[src/rtl/pr_timer.sv]
// Memory-mapped down-counting timer on the Pr* peripheral bus: CTRL/PRESET/COUNT/PSC window with level IRQ.
// Optional prescaler enabled by defining PR_TIMER_PRESCALE_EN; otherwise COUNT steps every cycle.
`timescale 1ns/1ps
module pr_timer #(
  parameter logic [31:0] BASE_ADDR = 32'h7f00,
  parameter int          PSC_W     = 8
) (
  input  logic        Clk,
  input  logic        Rst,
  input  logic [31:0] PrAddr,
  input  logic [31:0] PrWData,
  input  logic [3:0]  PrMask,
  input  logic        PrWrite,
  output logic [31:0] PrRData,
  output logic        IRQ
);

  typedef enum logic [1:0] {IDLE, LOAD, CNT, INT} stateT;

  stateT       state, stateNext;
  logic [3:0]  ctrl;
  logic [31:0] preset, count, countNext, pscRead;
  logic        irqFlag, setIrq, clrEn, tick, hit, wrEn;
  logic [1:0]  regSel;
  logic        unusedAddr;

  assign hit        = (PrAddr[31:4] == BASE_ADDR[31:4]);
  assign wrEn       = PrWrite & hit;
  assign regSel     = PrAddr[3:2];
  assign unusedAddr = ^PrAddr[1:0];
  assign IRQ        = irqFlag & ctrl[3];

  function automatic logic [31:0] mergeLanes(input logic [31:0] oldVal, input logic [31:0] newVal,
                                             input logic [3:0] mask);
    logic [31:0] r;
    r = oldVal;
    for (int i = 0; i < 4; i++) begin
      if (mask[i]) r[8*i +: 8] = newVal[8*i +: 8];
    end
    return r;
  endfunction

`ifdef PR_TIMER_PRESCALE_EN
  logic [PSC_W-1:0] psc, prescaler, prescalerNext;
  logic [31:0]      pscMerged;

  assign pscMerged = mergeLanes(32'(psc), PrWData, PrMask);
  assign pscRead   = 32'(psc);
  assign tick      = (prescaler == '0);

  // The prescaler only runs while actively counting; a PSC write lands at the next reload.
  always_comb begin
    prescalerNext = prescaler;
    if (state == LOAD) begin
      prescalerNext = psc;
    end else if (state == CNT && ctrl[0]) begin
      prescalerNext = tick ? psc : prescaler - 1'b1;
    end
  end

  always_ff @(posedge Clk or negedge Rst) begin
    if (!Rst) begin
      psc       <= '0;
      prescaler <= '0;
    end else begin
      prescaler <= prescalerNext;
      if (wrEn && regSel == 2'd3) psc <= pscMerged[PSC_W-1:0];
    end
  end
`else
  logic [PSC_W-1:0] unusedPsc;
  assign unusedPsc = '0;
  assign pscRead   = '0;
  assign tick      = 1'b1;
`endif

  always_comb begin
    stateNext = state;
    countNext = count;
    setIrq    = 1'b0;
    clrEn     = 1'b0;
    case (state)
      IDLE: if (ctrl[0]) stateNext = LOAD;
      LOAD: begin
        countNext = preset;
        stateNext = CNT;
      end
      CNT: begin
        if (!ctrl[0]) begin
          stateNext = IDLE;
        end else if (tick) begin
          // Floor at zero: PRESET=0 expires exactly like PRESET=1.
          if (count > 32'd1) begin
            countNext = count - 32'd1;
          end else begin
            countNext = '0;
            stateNext = INT;
          end
        end
      end
      INT: begin
        setIrq = 1'b1;
        if (ctrl[2:1] == 2'b01) begin
          stateNext = LOAD;
        end else begin
          clrEn     = 1'b1;
          stateNext = IDLE;
        end
      end
      default: stateNext = IDLE;
    endcase
  end

  // A bus write to CTRL beats the FSM's one-shot EN clear and its IRQ set.
  always_ff @(posedge Clk or negedge Rst) begin
    if (!Rst) begin
      state   <= IDLE;
      ctrl    <= '0;
      preset  <= '0;
      count   <= '0;
      irqFlag <= 1'b0;
    end else begin
      state <= stateNext;
      count <= countNext;
      if (wrEn && regSel == 2'd0 && PrMask[0]) begin
        ctrl <= PrWData[3:0];
      end else if (clrEn) begin
        ctrl[0] <= 1'b0;
      end
      if (wrEn && regSel == 2'd0) begin
        irqFlag <= 1'b0;
      end else if (setIrq) begin
        irqFlag <= 1'b1;
      end
      if (wrEn && regSel == 2'd1) preset <= mergeLanes(preset, PrWData, PrMask);
    end
  end

  always_comb begin
    PrRData = '0;
    if (hit) begin
      case (regSel)
        2'd0:    PrRData = {28'b0, ctrl};
        2'd1:    PrRData = preset;
        2'd2:    PrRData = count;
        default: PrRData = pscRead;
      endcase
    end
  end

endmodule
[config.mk]
export PLATFORM = sky130hd
export DESIGN_NAME = pr_timer
export DESIGN_NICKNAME = d
export VERILOG_FILES = /design/src/rtl/pr_timer.sv
export SDC_FILE = /design/constraint.sdc
export NUM_CORES = 1
export LEC_CHECK = 0
export BUFFER_PORTS_ARGS = -buffer_cell sky130_fd_sc_hd__buf_2
export CAP_MARGIN = 20
export CORE_UTILIZATION = 45
export CTS_BUF_LIST = sky130_fd_sc_hd__clkbuf_8
export DETAILED_ROUTE_END_ITERATION = 10
export GPL_ROUTABILITY_DRIVEN = 0
export HOLD_SLACK_MARGIN = 0.15
export PLACE_DENSITY = 0.69
export SLEW_MARGIN = 20
export SYNTH_ARGS = -nofsm -noshare
export SYNTH_HDL_FRONTEND = slang
export SYNTH_SLANG_ARGS = --single-unit
[constraint.sdc]
create_clock -name Clk -period 3.3 [get_ports Clk]
set_clock_uncertainty 0.05 [all_clocks]
set_input_delay 0.165 -clock Clk [delete_from_list [all_inputs] [get_ports Clk]]
set_output_delay 0.165 -clock Clk [all_outputs]
set_load 0.05 [all_outputs]
* Word-level counts from Yosys, hierarchy flattened
Cells that the tools add are included.
Storage, ports and cells: bits in registers 71, bits in latches 0, memory bits (writable) 0, ROM bits 0, output and inout bits 33, logic and storage cells 54, memories kept 0
Cells by class: add/sub/neg operators 1, $mul 0, div/mod/pow operators 0, $lt $le $gt $ge 1, equal/unequal tests 10, shift operators 0, multiplexer cells 17, bitwise operators 2, reductions and logical operators 14
Operators by type and width (count):
- $mux W32 | 3
- $pmux W32 S3 | 1
- $pmux W32 S2 | 1
- $gt A32 B1 Y1 const B | 1
- $sub A32 B1 Y32 const B | 1
- $eq A28 B11 Y1 const B | 1
- $reduce_and A2 Y1 | 6
- $mux W1 | 8
- $pmux W2 S4 | 1
- $eq A2 B1 Y1 const B | 3
- $eq A2 B2 Y1 const B | 3
- $mux W2 | 3
- $reduce_bool A2 Y1 | 3
- $logic_not A2 Y1 | 2
- $ne A2 B2 Y1 const B | 2
- $logic_and A1 B1 Y1 | 3
- $ne A3 B3 Y1 const B | 1
- $and A1 B1 Y1 | 2

* Logic depth before layout (Yosys ltp)
depth in word-level cells 5, gate-level depth with buffers 8

* Worst setup path after synthesis
Ideal clock, no wire load.
kind input port to output port, from in PrAddr[3], to out PrRData[11], arrival time 2.008 ns, path slack 1.077 ns, stages on the path 6, path buffers 3, path through clkbuf_1 > nor2b_1 > clkbuf_1 > clkbuf_1 > a22oi_1 > nor2_1
Between the ends: cells in the longest elaborated chain, start to end 3, elaborated cells between the ends (all ways) 5, those cells by class 2 x eq/ne; 2 x mux; 1 x reduce/logical
RTL lines:
- start, declared | RTL line 10 | input logic [31:0] PrAddr,
- $eq A2 B2 Y1, or another cell as far along | RTL line 142 | case (regSel)
- $pmux W32 S3 * | RTL line 142
- $mux W32 * | RTL line 141 | if (hit) begin
- end, declared | RTL line 14 | output logic [31:0] PrRData,
Every way passes the cells marked *; elsewhere a longest branch is shown, timed or not.

* Worst setup path after layout
from reg count[25], to reg count[10]
Between the ends: cells in the longest elaborated chain, start to end 4
RTL lines:
- start, declared | RTL line 22 | logic [31:0] preset, count, countNext, pscRead;
- start signal, assigned | RTL line 124 | count <= countNext;
- $gt A32 B1 Y1 | RTL line 93 | if (count > 32'd1) begin
- $mux W32 | RTL line 93
- $mux W32 | RTL line 89 | if (!ctrl[0]) begin
- $pmux W32 S2 | RTL line 82 | case (state)
No other way between the ends. The select of a mux whose other input is x is not followed. A chain may end at the register's enable or synchronous reset.

==> insert_results.sql <==
INSERT INTO impl_metrics (metric_group, metric, value, unit) VALUES
('setup_path', 'criticalPathCategory', 'reg2reg', ''),
('cts', 'tritoncts', 'built', ''),
('drt', 'detailroute.via_count', '4211', ''),
('drt', 'wirelength', '12.08', 'mm'),
('flow_run', 'drv.max_cap_violation_count', '0', ''),
('die', 'initial_utilization', '0.4650', ''),
('yosys', 'top_post_synthesis_cells_by_count', '71 x sky130_fd_sc_hd__dfrtp_1, 56 x sky130_fd_sc_hd__nor2_1, 37 x sky130_fd_sc_hd__a22oi_1, 35 x sky130_fd_sc_hd__mux2_2, 33 x sky130_fd_sc_hd__clkbuf_1', ''),
('yosys', 'synthesis.area', '0.004317', 'mm^2'),
('sta', 'slew_headroom', '0.2490', ''),
('place', 'detailedPlace.worstSlack', '739.2', 'ps'),
('drt', 'detail_route.drc_violations', '0', ''),
('cts', 'tritoncts.num_buffers', '9', ''),
('die', 'total_die_area', '0.009988', 'mm^2'),
('drt', 'detail-route-antenna-nets', '0', ''),
('cts', 'clk_path_buf_depth', '2', ''),
('grt', 'grt_use_total', '0.2575', ''),
('place', 'dp.cells', '670', ''),
('grt', 'grt_first_pass_wirelength', '20.38', 'mm'),
('yosys', 'async_flop_share', '1.000', ''),
('setup_path', 'maximum_net_fanout_on_the_critical_path', '9', ''),
('cts', 'clkTransAtPathRegs', '70', 'ps'),
('drt', 'drtPass1Iterations', '5', ''),
('grt', 'first_global_vias', '4126', ''),
('pwr', 'fin_total_pwr', '1.599', 'mW'),
('die', 'ios', '104', ''),
('cts', 'h-tree-depth', '3', ''),
('setup_path', 'worstPathArrival', '2710', 'ps'),
('pwr', 'leakagePower', '2.670', 'nW'),
('sta', 'fmax', '0.3918', 'GHz'),
('yosys', 'synth_area_leaders', 'sky130_fd_sc_hd__dfrtp_1 41%, sky130_fd_sc_hd__mux2_2 9.1%, sky130_fd_sc_hd__a22oi_1 6.4%', ''),
('cts', 'clock_sinks', '71', ''),
('grt', 'number_of_antenna_violations_at_the_first_check_in_global_routing', '0', ''),
('hold_path', 'holdCritPathClass', 'in2reg', ''),
('sta', 'totalNegativeSetupSlack', '0', 'ps'),
('layout', 'non_filler_instance_count_after_layout', '718', ''),
('cts', 'cts-resized-gates', '0', ''),
('sta', 'finalHoldViolations', '0', ''),
('setup_path', 'setup.worst_path.start_class', 'flip-flop', ''),
('drt', 'vias_per_cell', '5.865', ''),
('yosys', 'synthDominantAreaCellType', 'sky130_fd_sc_hd__dfrtp_1', ''),
('yosys', 'yosys_register_bits', '71', ''),
('layout', 'areaGrowthSynthToFinish', '26.64', '%'),
('run_status', 'run_status', 'finished, final reports clean', ''),
('setup_path', 'cp_endpoint_kind', 'flip-flop', ''),
('sta', 'final_max_slew_viol_count', '0', ''),
('layout', 'finish.instance_area', '0.005466', 'mm^2'),
('sta', 'layout_worst_path_cycle_share', '0.7735', ''),
('sta', 'layout_setup_ws', '747.5', 'ps'),
('pwr', 'powerDensity', '292.5', 'mW/mm^2'),
('place', 'post_place_instance_area', '0.004962', 'mm^2'),
('sta', 'layout_min_cycle_time', '2553', 'ps'),
('yosys', 'synth_warnings', '0', ''),
('die', 'floorplan.die.height', '99.94', 'um'),
('yosys', 'synthesis.nets', '536', ''),
('layout', 'fillCellCount', '881', ''),
('layout', 'antenna_cells', '0', ''),
('layout', 'layout-drive-gt1-share', '0.3039', ''),
('grt', 'globalRoute.totalOverflow', '0', ''),
('place', 'port_buffers', '101', ''),
('die', 'chipWidth', '99.94', 'um'),
('grt', 'grt_max_degree', '47', ''),
('yosys', 'synthCells', '463', ''),
('layout', 'final_net_count', '659', ''),
('die', 'placement_rows', '35', ''),
('setup_path', 'worstPathRequired', '3460', 'ps'),
('sta', 'setup_viol', '0', ''),
('drt', 'route.detailed.wl_per_inst', '16.83', 'um'),
('yosys', 'post_synth_edffs', '0', ''),
('yosys', 'netlist-cell-type-count', '52', ''),
('yosys', 'most_frequent_cell_after_synthesis', 'sky130_fd_sc_hd__dfrtp_1', ''),
('drt', 'drt_first_iter_violations', '278', '');
==> power breakdown <==
group	leakage (nW)	internal [mW]	switching, mW	total, mW
clock	0.0937	0.299	0.314	0.613
sequential	0.987	0.870	0.0000000457	0.870
combinational	1.59	0.0619	0.0539	0.116
total	2.67	1.23	0.368	1.60
==> layer usage <==
layer  track usage  part of all wire
met5             0                 0
met4       0.07353             0.016
met3       0.05641             0.058
met2        0.4249              0.48
met1        0.3411              0.44
==> worst max-delay path, stage by stage, from the launching register on <==
cell	delay (ps)
sky130_fd_sc_hd__dfrtp_1	420
sky130_fd_sc_hd__or3_1	460
sky130_fd_sc_hd__nor4_1	410
sky130_fd_sc_hd__nand4_1	410
sky130_fd_sc_hd__buf_4	320
sky130_fd_sc_hd__nand3_1	190
sky130_fd_sc_hd__o311ai_0	160
==> path summary, 6_finish.rpt <==
| path | slack, ps | cells after the start | to | start |
|---|---|---|---|---|
| setup / recovery | 750 | 6 | count[10] | count[25] |
| hold / removal | 250 | 3 | ctrl[0] | PrAddr[2] |
| setup reg to reg | 750 | 6 | count[10] | count[25] |
| hold reg to reg | 460 | 2 | count[20] | preset[20] |
| max in group asynchronous | 1880 | 3 | preset[14] | Rst |
| min in group asynchronous | 450 | 2 | preset[1] | Rst |
==> cells in the final DEF, fill, tap and decap left out, types with 2 or more instances in the layout <==
master / synthesis / routed
sky130_fd_sc_hd__nor4b_1: 2 / 2
sky130_fd_sc_hd__and3_1: 9 / 9
sky130_fd_sc_hd__nand2b_1: 4 / 4
sky130_fd_sc_hd__o211ai_1: 8 / 8
sky130_fd_sc_hd__ha_1: 2 / 2
sky130_fd_sc_hd__o21ai_0: 9 / 9
sky130_fd_sc_hd__a32oi_1: 4 / 4
sky130_fd_sc_hd__a22oi_1: 37 / 37
sky130_fd_sc_hd__a221o_1: 6 / 6
sky130_fd_sc_hd__nand4_1: 13 / 13
sky130_fd_sc_hd__nand3_1: 17 / 17
sky130_fd_sc_hd__mux2_2: 35 / 35
sky130_fd_sc_hd__nor2_1: 56 / 56
sky130_fd_sc_hd__nor4_1: 17 / 17
sky130_fd_sc_hd__buf_2: 5 / 101
sky130_fd_sc_hd__or3_1: 5 / 5
sky130_fd_sc_hd__nor3_1: 11 / 11
sky130_fd_sc_hd__clkbuf_8: 0 / 11
sky130_fd_sc_hd__o311a_1: 2 / 2
sky130_fd_sc_hd__or4_1: 3 / 3
sky130_fd_sc_hd__or4_4: 3 / 3
sky130_fd_sc_hd__o311ai_0: 3 / 3
sky130_fd_sc_hd__o31ai_1: 6 / 6
sky130_fd_sc_hd__nor4_4: 2 / 2
sky130_fd_sc_hd__inv_1: 6 / 8
sky130_fd_sc_hd__buf_4: 0 / 16
sky130_fd_sc_hd__a21oi_1: 22 / 21
sky130_fd_sc_hd__nor4_2: 2 / 2
sky130_fd_sc_hd__dfrtp_1: 71 / 71
sky130_fd_sc_hd__dlygate4sd3_1: 0 / 34
sky130_fd_sc_hd__o21ai_1: 3 / 3
sky130_fd_sc_hd__nor2b_2: 0 / 3
sky130_fd_sc_hd__nand2_1: 30 / 30
sky130_fd_sc_hd__mux2i_1: 9 / 9
sky130_fd_sc_hd__o31a_1: 2 / 2
sky130_fd_sc_hd__nor2b_1: 7 / 4
==> layout make-up <==
cell class | count | area, um^2 | share of cell area
Multi-Input combinational cell | 347 | 2376 | 0.4347
Timing Repair Buffer | 151 | 965.9 | 0.1767
Clock inverter | 3 | 12.51 | 0.002289
Tap cell | 129 | 161.4 | 0.02953
Clock buffer | 11 | 151.4 | 0.02770
Sequential cell | 71 | 1777 | 0.3250
Inverter | 6 | 22.52 | 0.004120
==> kinds of logic after synthesis <==
| family | Yosys count | share of synthesized area |
|---|---|---|
| buf+inv | 45 | 0.04232 |
| compound gates | 110 | 0.1797 |
| simple gates | 191 | 0.2484 |
| mux | 44 | 0.1122 |
| fa+ha+maj | 2 | 0.005796 |
| flops | 71 | 0.4116 |
==> state kept, by name, summed over array words and instances, names as in the netlist <==
name     count
count       32
ctrl         4
irqFlag      1
preset      32
state        2
==> repair_timing <==
item,4_1_cts,5_1_grt
hold buffers,34,0
buffers inserted,0,0
hold endpoints to repair,74,0
(Power assumes the default switching activity.)
